### src/rtl/rv_iter_divider_pkg.sv
// Shared definitions for the RV32M iterative divider.
// Holds the funct3[1:0] operation encodings, the divider FSM state type,
// the nominal datapath width and the normal-case latency in clock edges.
package rv_iter_divider_pkg;

  localparam int unsigned XLEN = 32;

  // funct3[1:0] of the RV32M divide group
  localparam logic [1:0] OP_DIV  = 2'b00;
  localparam logic [1:0] OP_DIVU = 2'b01;
  localparam logic [1:0] OP_REM  = 2'b10;
  localparam logic [1:0] OP_REMU = 2'b11;

  // Edge that samples start counts as edge 1; done is high after this edge.
  localparam int unsigned DIV_LATENCY = XLEN + 2;

  typedef enum logic [1:0] {
    StIdle = 2'd0,
    StCalc = 2'd1,
    StFix  = 2'd2
  } div_state_e;

  // DIV and REM are signed; DIVU and REMU have op[0] set.
  function automatic logic op_is_signed(input logic [1:0] op);
    return ~op[0];
  endfunction

  function automatic logic op_is_rem(input logic [1:0] op);
    return op[1];
  endfunction

endpackage

### src/rtl/rv_iter_divider_div_step.sv
// One combinational restoring-division step.
// Shifts {rem, quo} left by one, trial-subtracts the divisor from the new
// remainder at WIDTH+1 bits and keeps the difference when it is non-negative.
// Ports:
//   rem      - current partial remainder
//   quo      - current quotient / remaining dividend bits
//   divisor  - unsigned divisor magnitude
//   rem_next - partial remainder after this step
//   quo_next - quotient after this step (new bit in quo_next[0])
module rv_iter_divider_div_step #(
  parameter int unsigned WIDTH = 32
) (
  input  logic [WIDTH-1:0] rem,
  input  logic [WIDTH-1:0] quo,
  input  logic [WIDTH-1:0] divisor,
  output logic [WIDTH-1:0] rem_next,
  output logic [WIDTH-1:0] quo_next
);

  logic [WIDTH:0] rem_sh;
  logic [WIDTH:0] trial;

  always_comb begin
    rem_sh = {rem, quo[WIDTH-1]};
    trial  = rem_sh - {1'b0, divisor};
    // trial[WIDTH] is the sign bit of the WIDTH+1-bit difference
    if (!trial[WIDTH]) begin
      rem_next = trial[WIDTH-1:0];
      quo_next = {quo[WIDTH-2:0], 1'b1};
    end else begin
      rem_next = rem_sh[WIDTH-1:0];
      quo_next = {quo[WIDTH-2:0], 1'b0};
    end
  end

endmodule

### src/rtl/rv_iter_divider.sv
// Multi-cycle restoring divider for RV32M DIV/DIVU/REM/REMU.
// Retires one quotient bit per cycle; the pipeline stalls while busy is high.
// Ports:
//   clk    - rising-edge clock
//   rst    - asynchronous active-high reset
//   start  - request a division, sampled only while idle
//   a, b   - dividend (rs1) and divisor (rs2)
//   op     - funct3[1:0]: 00 DIV, 01 DIVU, 10 REM, 11 REMU
//   busy   - high while a division is in flight
//   done   - one-cycle pulse when result becomes valid
//   result - quotient or remainder, held until the next completion
module rv_iter_divider
  import rv_iter_divider_pkg::*;
#(
  parameter int unsigned WIDTH = XLEN
) (
  input  logic             clk,
  input  logic             rst,
  input  logic             start,
  input  logic [WIDTH-1:0] a,
  input  logic [WIDTH-1:0] b,
  input  logic [1:0]       op,
  output logic             busy,
  output logic             done,
  output logic [WIDTH-1:0] result
);

  localparam int unsigned       CntW    = $clog2(WIDTH);
  localparam logic [CntW-1:0]  LastCnt = CntW'(WIDTH - 1);
  localparam logic [CntW-1:0]  CntOne  = CntW'(1);
  localparam logic [WIDTH-1:0] OneW    = WIDTH'(1);
  localparam logic [WIDTH-1:0] MinNeg  = {1'b1, {(WIDTH-1){1'b0}}};
  localparam logic [WIDTH-1:0] AllOnes = {WIDTH{1'b1}};

  div_state_e       state_q, state_d;
  logic [CntW-1:0]  cnt_q;
  logic [WIDTH-1:0] rem_q, quo_q, abs_b_q, result_q;
  logic             is_rem_q, q_neg_q, r_neg_q, special_q, done_q;

  logic             is_signed, is_rem, a_neg, b_neg, div_zero, ovf, special;
  logic [WIDTH-1:0] abs_a, abs_b, special_val;
  logic [WIDTH-1:0] step_rem, step_quo;
  logic [WIDTH-1:0] fix_val;

  // Operand decode for the IDLE->start transition
  always_comb begin
    is_signed   = op_is_signed(op);
    is_rem      = op_is_rem(op);
    a_neg       = is_signed & a[WIDTH-1];
    b_neg       = is_signed & b[WIDTH-1];
    // |MinNeg| wraps to MinNeg, which the unsigned datapath reads correctly
    abs_a       = a_neg ? (~a + OneW) : a;
    abs_b       = b_neg ? (~b + OneW) : b;
    div_zero    = (b == '0);
    ovf         = is_signed & (a == MinNeg) & (b == AllOnes);
    special     = div_zero | ovf;
    special_val = div_zero ? (is_rem ? a : AllOnes) : (is_rem ? '0 : MinNeg);
  end

  rv_iter_divider_div_step #(
    .WIDTH (WIDTH)
  ) u_div_step (
    .rem      (rem_q),
    .quo      (quo_q),
    .divisor  (abs_b_q),
    .rem_next (step_rem),
    .quo_next (step_quo)
  );

  // Sign fix-up; special cases carry their final value in quo_q
  always_comb begin
    if (special_q) begin
      fix_val = quo_q;
    end else if (is_rem_q) begin
      fix_val = r_neg_q ? (~rem_q + OneW) : rem_q;
    end else begin
      fix_val = q_neg_q ? (~quo_q + OneW) : quo_q;
    end
  end

  // FSM state register
  always_ff @(posedge clk or posedge rst) begin
    if (rst) begin
      state_q <= StIdle;
    end else begin
      state_q <= state_d;
    end
  end

  // FSM next state
  always_comb begin
    state_d = state_q;
    unique case (state_q)
      StIdle:  if (start) state_d = special ? StFix : StCalc;
      StCalc:  if (cnt_q == LastCnt) state_d = StFix;
      StFix:   state_d = StIdle;
      default: state_d = StIdle;
    endcase
  end

  // FSM outputs
  always_comb begin
    busy   = (state_q != StIdle);
    done   = done_q;
    result = result_q;
  end

  // Datapath
  always_ff @(posedge clk or posedge rst) begin
    if (rst) begin
      cnt_q     <= '0;
      rem_q     <= '0;
      quo_q     <= '0;
      abs_b_q   <= '0;
      result_q  <= '0;
      is_rem_q  <= 1'b0;
      q_neg_q   <= 1'b0;
      r_neg_q   <= 1'b0;
      special_q <= 1'b0;
      done_q    <= 1'b0;
    end else begin
      done_q <= (state_q == StFix);
      case (state_q)
        StIdle: begin
          if (start) begin
            is_rem_q  <= is_rem;
            q_neg_q   <= a_neg ^ b_neg;
            r_neg_q   <= a_neg;
            abs_b_q   <= abs_b;
            special_q <= special;
            cnt_q     <= '0;
            rem_q     <= '0;
            quo_q     <= special ? special_val : abs_a;
          end
        end
        StCalc: begin
          rem_q <= step_rem;
          quo_q <= step_quo;
          cnt_q <= cnt_q + CntOne;
        end
        StFix: begin
          result_q <= fix_val;
        end
        default: ;
      endcase
    end
  end

endmodule

### config.mk
export PLATFORM = sky130hd
export DESIGN_NAME = rv_iter_divider
export DESIGN_NICKNAME = d
export VERILOG_FILES = /design/src/rtl/rv_iter_divider_pkg.sv /design/src/rtl/rv_iter_divider_div_step.sv /design/src/rtl/rv_iter_divider.sv
export SDC_FILE = /design/constraint.sdc
export NUM_CORES = 1
export LEC_CHECK = 0
export CAP_MARGIN = 20
export CORE_ASPECT_RATIO = 1.75
export CORE_MARGIN = 1.5
export CORE_UTILIZATION = 25
export DETAILED_ROUTE_END_ITERATION = 10
export SLEW_MARGIN = 15
export SYNTH_ARGS = -nofsm -noshare
export SYNTH_HDL_FRONTEND = slang
export SYNTH_HIERARCHICAL = 1
export SYNTH_SLANG_ARGS = --single-unit
### constraint.sdc
create_clock -name clk -period 5.23 [get_ports clk]
set_input_delay 0.523 -clock clk [delete_from_list [all_inputs] [get_ports clk]]
set_output_delay 0.523 -clock clk [all_outputs]
set_load 0.05 [all_outputs]
==> results of run 1 <==
sequential cells by signal (all words and copies together) (netlist names):
name and flops:
is_rem_q 1, quo_q 32, rem_q 32, special_q 1
abs_b_q 32, result 32, done 1, cnt_q 5
state_q 2, q_neg_q 1, r_neg_q 1
placed cells by master, fill, tap and decap left out, types with 7 or more instances in the layout:
master	count
sky130_fd_sc_hd__a211o_1	7
sky130_fd_sc_hd__a211oi_1	13
sky130_fd_sc_hd__a21o_1	19
sky130_fd_sc_hd__a21oi_1	92
sky130_fd_sc_hd__a22o_1	38
sky130_fd_sc_hd__a22oi_1	14
sky130_fd_sc_hd__a31oi_1	26
sky130_fd_sc_hd__and3_1	10
sky130_fd_sc_hd__buf_4	17
sky130_fd_sc_hd__clkbuf_16	17
sky130_fd_sc_hd__clkdlybuf4s50_1	102
sky130_fd_sc_hd__dfrtp_1	140
sky130_fd_sc_hd__ha_1	39
sky130_fd_sc_hd__inv_1	53
sky130_fd_sc_hd__mux2_4	19
sky130_fd_sc_hd__nand2_1	120
sky130_fd_sc_hd__nand2b_1	15
sky130_fd_sc_hd__nand3_1	40
sky130_fd_sc_hd__nand3b_1	7
sky130_fd_sc_hd__nand4_1	29
sky130_fd_sc_hd__nor2_1	81
sky130_fd_sc_hd__nor2b_1	10
sky130_fd_sc_hd__nor3_1	53
sky130_fd_sc_hd__nor4_1	20
sky130_fd_sc_hd__o211ai_1	15
sky130_fd_sc_hd__o21a_1	12
sky130_fd_sc_hd__o21ai_0	120
sky130_fd_sc_hd__o21bai_1	7
sky130_fd_sc_hd__o22ai_1	20
sky130_fd_sc_hd__o31ai_1	34
sky130_fd_sc_hd__o41ai_1	14
sky130_fd_sc_hd__or2_2	9
sky130_fd_sc_hd__or3_1	30
sky130_fd_sc_hd__or4_1	18
sky130_fd_sc_hd__xnor2_1	42
sky130_fd_sc_hd__xor2_1	47
layout make-up:
class | instances | area, um^2
Clock buffer | 23 | 488
Clock inverter | 7 | 65.1
Fill cell | 4890 | 33200
Inverter | 55 | 219
Multi-Input combinational cell | 1126 | 7480
Sequential cell | 140 | 3500
Tap cell | 588 | 736
Timing Repair Buffer | 121 | 1180
Yosys cell counts (6+ instances only):
library cell and number:
sky130_fd_sc_hd__a31oi_1 26, sky130_fd_sc_hd__dfrtp_1 140, sky130_fd_sc_hd__nand2_1 120, sky130_fd_sc_hd__xnor2_1 42
sky130_fd_sc_hd__nand3_1 40, sky130_fd_sc_hd__nand3b_1 7, sky130_fd_sc_hd__a211o_1 7, sky130_fd_sc_hd__nor2_1 82
sky130_fd_sc_hd__or4_1 18, sky130_fd_sc_hd__a211oi_1 13, sky130_fd_sc_hd__xor2_1 47, sky130_fd_sc_hd__a21o_1 19
sky130_fd_sc_hd__o21ai_0 120, sky130_fd_sc_hd__a21oi_1 92, sky130_fd_sc_hd__o211ai_1 15, sky130_fd_sc_hd__o41ai_1 14
sky130_fd_sc_hd__inv_1 54, sky130_fd_sc_hd__nor3_1 53, sky130_fd_sc_hd__mux2_4 19, sky130_fd_sc_hd__nor4_1 20
sky130_fd_sc_hd__o21a_1 12, sky130_fd_sc_hd__o31ai_1 34, sky130_fd_sc_hd__a22o_1 38, sky130_fd_sc_hd__o21bai_1 8
sky130_fd_sc_hd__and3_1 10, sky130_fd_sc_hd__a21boi_0 6, sky130_fd_sc_hd__nand2b_1 15, sky130_fd_sc_hd__a22oi_1 14
sky130_fd_sc_hd__buf_4 34, sky130_fd_sc_hd__or3_1 30, sky130_fd_sc_hd__or2_2 9, sky130_fd_sc_hd__a32o_1 6
sky130_fd_sc_hd__buf_1 9, sky130_fd_sc_hd__clkbuf_1 65, sky130_fd_sc_hd__nand4_1 29, sky130_fd_sc_hd__o22ai_1 20
sky130_fd_sc_hd__nor2b_1 10, sky130_fd_sc_hd__ha_1 39
worst max-delay path by stage:
stage                   start         end  slack [ns]
floorplan                 rst  abs_b_q[0]        0.95
global route        quo_q[31]   rem_q[17]        0.96
CTS                 quo_q[31]   rem_q[26]        1.20
global placement    quo_q[31]   rem_q[10]        1.30
detailed placement  quo_q[31]   rem_q[22]        1.22
finish              quo_q[31]   rem_q[26]        1.21
routing by layer:
layer | routed length [um] | up-vias | share of wire (%) | global-route usage [%]
met4 | 3870 | 0 | 8.6 | 15.3
met2 | 24000 | 449 | 53 | 34.1
met1 | 15700 | 5684 | 35 | 17.5
met5 | 0 | - | 0 | 0
met3 | 1500 | 173 | 3.3 | 2.39
li1 | - | 5412 | - | -
logic make-up (layout without fill, tap and decap cells):
| kind of cell | count (synthesis) | in the layout |
|---|---|---|
| AOI/OAI and AO/OA | 491 | 491 |
| and+or+nand+nor | 476 | 476 |
| buffers and inverters | 176 | 206 |
| DFF | 140 | 140 |
| xor gates and xnor gates | 89 | 89 |
| adders and majority gates | 40 | 40 |
| muxes | 30 | 30 |
metrics by stage:
step	hold slack, ns	setup slack, ns	utilization (%)	total power [mW]
2_1_floorplan	0.449	0.954	-	7.03
3_3_place_gp	0.466	1.30	27.9	8.06
3_5_place_dp	0.471	1.22	27.9	8.17
4_1_cts	0.484	1.20	29.1	9.37
5_1_grt	0.504	0.962	29.2	10.1
6_report	0.481	1.21	29.2	9.44
power groups by stage:
stage / clock network [mW] / registers [mW] / logic (mW)
finish: 1.18 / 2.29 / 5.97
global route: 1.24 / 2.34 / 6.51
CTS: 1.20 / 2.29 / 5.88
detailed placement: 0 / 2.31 / 5.86
global placement: 0 / 2.29 / 5.77
floorplan: 0 / 2.00 / 5.03
worst max-delay path: stages (launching register included):
cell and delay, ns:
sky130_fd_sc_hd__dfrtp_1 0.47, sky130_fd_sc_hd__inv_1 0.07, sky130_fd_sc_hd__ha_1 0.22, sky130_fd_sc_hd__fa_1 0.41, sky130_fd_sc_hd__and2b_1 0.25, sky130_fd_sc_hd__o2111ai_2 0.15, sky130_fd_sc_hd__a21oi_2 0.26, sky130_fd_sc_hd__o2111ai_1 0.25
sky130_fd_sc_hd__a211oi_2 0.35, sky130_fd_sc_hd__nor2_4 0.10, sky130_fd_sc_hd__mux2i_4 0.38, sky130_fd_sc_hd__and2_4 0.33, sky130_fd_sc_hd__inv_8 0.13, sky130_fd_sc_hd__mux2_4 0.31, sky130_fd_sc_hd__a22o_1 0.21
==> metrics list, run 1 <==
- Initial antenna violation count: 0
- Of the total synthesized cell area, the portion taken by XOR and XNOR cells is 6.57%.
* Area after DPL: 0.0131 mm^2
- Routed wire per std cell: 21.9 um
- The floorplan step defined a die boundary enclosing 0.0488 mm^2.
- Overflow after GRT: 0
- After synthesis, the netlist uses 93 different library cells.
- Hold-critical path depth: 2
* Root buf cell: sky130_fd_sc_hd__clkbuf_16
- Logic pwr share: 63.2%
* Number of instances in the placed design: 2,029
- FF-to-FF setup slack: 1.21 ns
* DR iter-0 viols: 756
* Setup repair after global routing missed its margin: false
* Launch point of the worst hold path: abs_b_q[21]
* RD Place Congestion: 0.925
* Crit path required time: 5.56 ns
- Number of synthesis warnings: 6
* Startpoint type of the worst setup path: register
- Summed over all cells, the static leakage comes to 5.36 nW.
- Destination of the worst register-to-register timing path: rem_q[26]
- Number of register bits inferred by synthesis: 140
- Compared with the post-synthesis result, the final layout area differs by 15.3%.
- Clock power share: 12.5%
* Final std cells w/o fill: 2,060
* Gates resized, CTS repair: 0
* Sw Ratio: 46.7%
- The routed design has 45,100 um of wire.
* Number of max-capacitance violations reported: 0
- Quantity of I/O buffers inserted on ports: 102
- Diodes inserted: 0
- The worst register-to-register path has a depth of 14.
* Max FO, Critical Path: 24
- Initial DRT Pass Iterations: 6
- At the pin with the least slew margin, the transition time is 0.964 ns.
- The post-route netlist has 7.40% of its cells at a drive strength greater than 1.
* Mux share of post-synthesis cell area: 3.49%
* H-tree lvl count: 4
- Clock-pin slew was measured on the worst setup and hold paths at 0.06 ns.
- Num CTS Buffers: 17
* Proportion of netlist area held by the largest area contributor: 29.5%
- TritonCTS clock tree: yes
* Routed vias/inst: 5.69
- Minimum clock period: 4.02 ns
- IR Drop Worst-Case VDD: 0.380 mV
* Core Area: 0.0469 mm^2
* Gate count after technology mapping: 1,442
- The critical path is of the register to register type.
- Ratio of final minimum period to clock period: 76.8%
* Top FF cell, synth: sky130_fd_sc_hd__dfrtp_1
* Synthesized Nets: 1,551
- CTS sink cnt: 140
- After synthesis, the share of flip-flops with an asynchronous set or reset is 100%.
- Summed over all nets, the switching power comes to 4.41 mW.
- Number of global-route vias before repair: 11,546
- Rel. slew slack: 35.7%
- Worst Path Arrival: 4.35 ns
- Count of flip-flops with a built-in enable after synthesis: 0
* Final setup viols: 0
- Area fraction in compound gates after synthesis: 27.7%
- Total setup buffers inserted after CTS: 0
* Site row count: 105
- Count of final max-slew check failures: 0
* Maximum number of buffers from clock root to sink: 2
* Detailed-placement wirelength estimate: 34,900 um
- Sequential element share of the synthesized area: 29.5%
* Die Span Y: 291 um
- From left edge to right edge, the die measures 168 um.
- I/O pin count: 103
* Largest family of logic cells by synthesized area: compound AO/OA/AOI/OAI gates
- First-pass GRT wire length: 67,700 um
* Sort of element at the end of the critical path: register
- For this run, design rule violations remaining after detail routing come to 0.
- Insertion delay of the later-clocked pin in the worst-skew pair: 0.46 ns
- Summing the areas of all fa, ha and maj instances in the mapped netlist gives 4.28% of the synthesized area.
- In this run the cell area of the synthesized design comes to 0.0119 mm^2.
- For hold timing, the worst endpoint is abs_b_q[21].
- Entering global routing, the biggest net connects 83 pins.
* Status: finished clean
- Total internal power: 5.03 mW
- The path class of the tightest hold or removal check is register to register.
* Post-Layout Inst Area: 0.0137 mm^2
- Global-route usage over all layers: 18.2%
* Synth area leaders: sky130_fd_sc_hd__dfrtp_1 (30%), sky130_fd_sc_hd__o21ai_0 (5.1%), sky130_fd_sc_hd__ha_1 (4.1%), sky130_fd_sc_hd__a21oi_1 (3.9%), sky130_fd_sc_hd__nand2_1 (3.8%)
- Cts hold-fix bufs: 0
- Average instance area after synthesis: 8.23 um^2
- Initial standard-cell utilization of the core: 25.3%
- Power density cells: 690 mW/mm^2
* Number of routed nets with antenna violations: 0
- Number of vias after detailed routing: 11,718
- In the final timing run, aggregate negative setup slack is 0 ns.
* Post-route clock skew: 0.0122 ns
- Hold Fails Final Rpt: 0
- After Yosys synthesis, and, or, nand and nor cells account for 20.9% of the synthesized area.
- Power share of the sequential group: 24.3%
- Worst r2r src: quo_q[31]
- Fin nets: 1,570
- Maximum operating frequency: 0.249 GHz
- Largest area contributor in the synthesized netlist: sky130_fd_sc_hd__dfrtp_1
No activity file was read; power rests on OpenSTA's default activity.
==> inputs of run 2 (changes only) <==
- clock period: 5.23 -> 3.95 ns (I/O delays scaled with it)
==> metrics list, run 2 (synthesized netlist as in run 1, its figures left out) <==
* Status: finished clean
* Cts hold-fix bufs: 0 (unchanged)
* Maximum number of buffers from clock root to sink: 2 (unchanged)
- The number of setup violations in the final report is 0 (unchanged).
- Worst Setup SP: quo_q[31]
* Worst Path Arrival: 3.96 ns (-0.39 ns)
- The number of clock buffers inserted by TritonCTS came to 17 (unchanged).
- The wire length reported by the detailed router was 46,400 um (+2.9%).
- Total setup buffers inserted after CTS: 0 (unchanged)
- The floorplan die area was 0.0488 mm^2 (unchanged).
* Number of vias after detailed routing: 11,912 (+1.7%)
- The starting density of the core is 25.3% (unchanged).
* Most used cells in the layout excluding fill and tap cells: sky130_fd_sc_hd__dfrtp_1 (140), sky130_fd_sc_hd__nand2_1 (120), sky130_fd_sc_hd__o21ai_0 (120), sky130_fd_sc_hd__clkdlybuf4s50_1 (102), sky130_fd_sc_hd__a21oi_1 (92)
* Global-route usage over all layers: 19.2% (+0.96 points)
- Overall die width: 168 um (unchanged)
- Root buf cell: sky130_fd_sc_hd__clkbuf_16
- Ratio of final minimum period to clock period: 91.8% (+15 points)
- Power share of the sequential group: 23.0% (-1.3 points)
* Site row count: 105 (unchanged)
- Number of global-route vias before repair: 12,083 (+4.7%)
- Crit path buf inv count: 2 (unchanged)
- Class of the tightest hold or removal check: input port to async pin
- The clock latency at the later pin of the worst-skew pair was 0.45 ns (about the same).
- Logic pwr share: 63.2% (about the same)
* Net switching power: 5.88 mW (+33%)
- The part of the total power dissipated in the clock network is 13.8% (+1.3 points).
- The routed length per instance is 22.2 um (+1.6%).
- The signal on the critical path passes through inv_1 -> ha_1 -> fa_1 -> and2b_1 -> o2111ai_2 -> a21oi_2 -> o2111ai_1 -> a211oi_2 -> nor2_4 -> mux2i_4 -> and2_4 -> inv_8 -> mux2_2 -> a22o_1.
* Diodes inserted: 0 (unchanged)
* Setup repair after global routing missed its margin: false
* Post-layout utilization of the core: 29.8% (+0.61 points)
* H-tree lvl count: 4 (unchanged)
- Category of cells accounting for the largest share of critical-path delay: compound AO/OA/AOI/OAI gates
- The relative slew slack was 26.2% (-9.5 points).
- The clock-pin slew on the worst setup and hold paths was 0.06 ns (about the same).
- Initial DRT Pass Iterations: 5 (-1)
- Sw Ratio: 45.9% (-0.85 points)
* Gates resized, CTS repair: 0 (unchanged)
* Max FO, Critical Path: 24 (unchanged)
- The wire length of the first global-routing pass is 71,300 um (+5.3%).
- The worst register-to-register path begins at quo_q[31].
- The peak supply drop is 0.644 mV (+69%).
* Final total power: 12.8 mW (+36%)
- Leak: 5.51 nW (+2.9%)
- Quantity of I/O buffers inserted on ports: 102 (unchanged)
* Routed vias/inst: 5.71 (+0.34%)
- Post-route clock skew: 0.00867 ns (-0.00351 ns)
- The maximum clock frequency is 0.276 GHz (+11%).
- Leading cell type in the layout, fill and taps excluded: sky130_fd_sc_hd__dfrtp_1
- The number of max-slew violations in the final report was 0 (unchanged).
- Hold Fails Final Rpt: 0 (unchanged)
* Crit path required time: 4.28 ns (-1.28 ns)
- The standard cell core area was 0.0469 mm^2 (unchanged).
* Synthesis-to-finish area growth: 17.7%
* Overflow after GRT: 0 (unchanged)
- By startpoint and endpoint, the worst setup path is classified as register to register.
- Least-Margin Pin Slew: 1.09 ns (+0.129 ns)
- Final std cells w/o fill: 2,087 (+1.3%)
- Total internal power: 6.94 mW (+38%)
- Number of instances in the placed design: 2,055 (+1.3%)
- Power density cells: 918 mW/mm^2 (+33%)
- The post-route setup TNS came to 0 ns (unchanged).
* Minimum clock period: 3.63 ns (-0.387 ns)
* Startpoint type of the worst setup path: register
- DRC: 0 (unchanged)
- The height of the die is 291 um (unchanged).
- Fraction of layout cells with a size suffix above 1: 9.14% (+1.7 points)
- Fin nets: 1,595 (+1.6%)
* Largest net degree at the start of global routing: 55 (-34%)
- Crit-path slowest cell: sky130_fd_sc_hd__fa_1
* DR iter-0 viols: 786 (+4.0%)
- I/O pin count: 103 (unchanged)
- Biggest cell delay along the critical path: 0.40 ns (-0.07 ns)
* Initial antenna violation count: 0 (unchanged)
- The detailed placement HPWL is 35,700 um (+2.3%).
- Sort of element at the end of the critical path: register
- TritonCTS built the clock tree.
* RD Place Congestion: 0.953 (+3.0%)
* Number of max-capacitance violations reported: 0 (unchanged)
* Number of routed nets with antenna violations: 0 (unchanged)
* CTS sink cnt: 140 (unchanged)
==> run 2: cell count changes in the layout (fill, tap and decap cells not counted) <==
cell	previous run	this run
sky130_fd_sc_hd__buf_4	17	41
sky130_fd_sc_hd__clkinv_4	0	4
sky130_fd_sc_hd__bufinv_16	1	4
sky130_fd_sc_hd__clkbuf_8	4	1
sky130_fd_sc_hd__clkinv_2	4	1
sky130_fd_sc_hd__buf_12	1	3
sky130_fd_sc_hd__clkinvlp_4	2	4
sky130_fd_sc_hd__buf_8	1	0
sky130_fd_sc_hd__clkbuf_1	2	1
==> run 2: cell type report <==
type,instances,area [um^2]
Fill cell,4877,32900
Tap cell,588,736
Clock inverter,13,191
Timing Repair Buffer,146,1390
Clock buffer,19,443
Sequential cell,140,3500
Inverter,55,218
Multi-Input combinational cell,1126,7480
==> run 2: stage by stage <==
step	setup WS, ns	instance area (um^2)	hold slack, ns
floorplan	0.471	11900	0.449
global placement	0.325	13300	0.464
detailed placement	0.325	13300	0.471
CTS	0.294	14000	0.485
global route	0.116	14000	0.508
finish	0.322	14000	0.467
==> run 2: final timing paths <==
path / to / slack (ns) / cells after the start
worst max-delay path: rem_q[7] / 0.32 / 14
worst min-delay path: result[24] / 0.47 / 2
worst max register to register: rem_q[7] / 0.32 / 14
worst min register to register: abs_b_q[27] / 0.48 / 2
max in group asynchronous: cnt_q[2] / 2.68 / 3
min in group clk: abs_b_q[27] / 0.48 / 2
==> run 2: power by group through the flow <==
stage	Sequential [mW]	Combinational, mW	Clock (mW)
after floorplan	2.64	6.66	0
after global placement	2.91	7.88	0
after detailed placement	2.94	8.01	0
after CTS	2.91	8.04	1.81
after global routing	3.03	8.83	1.86
final	2.95	8.10	1.77
==> run 2: per-layer routing <==
metal  vias to the layer above  share of wire [%]  global-route usage, %
li1                       5461                  -                      -
met1                      5823                 34                   19.0
met2                       451                 53                   35.3
met3                       177                4.3                   2.61
met4                         0                8.5                   15.9
met5                         -                  0                      0
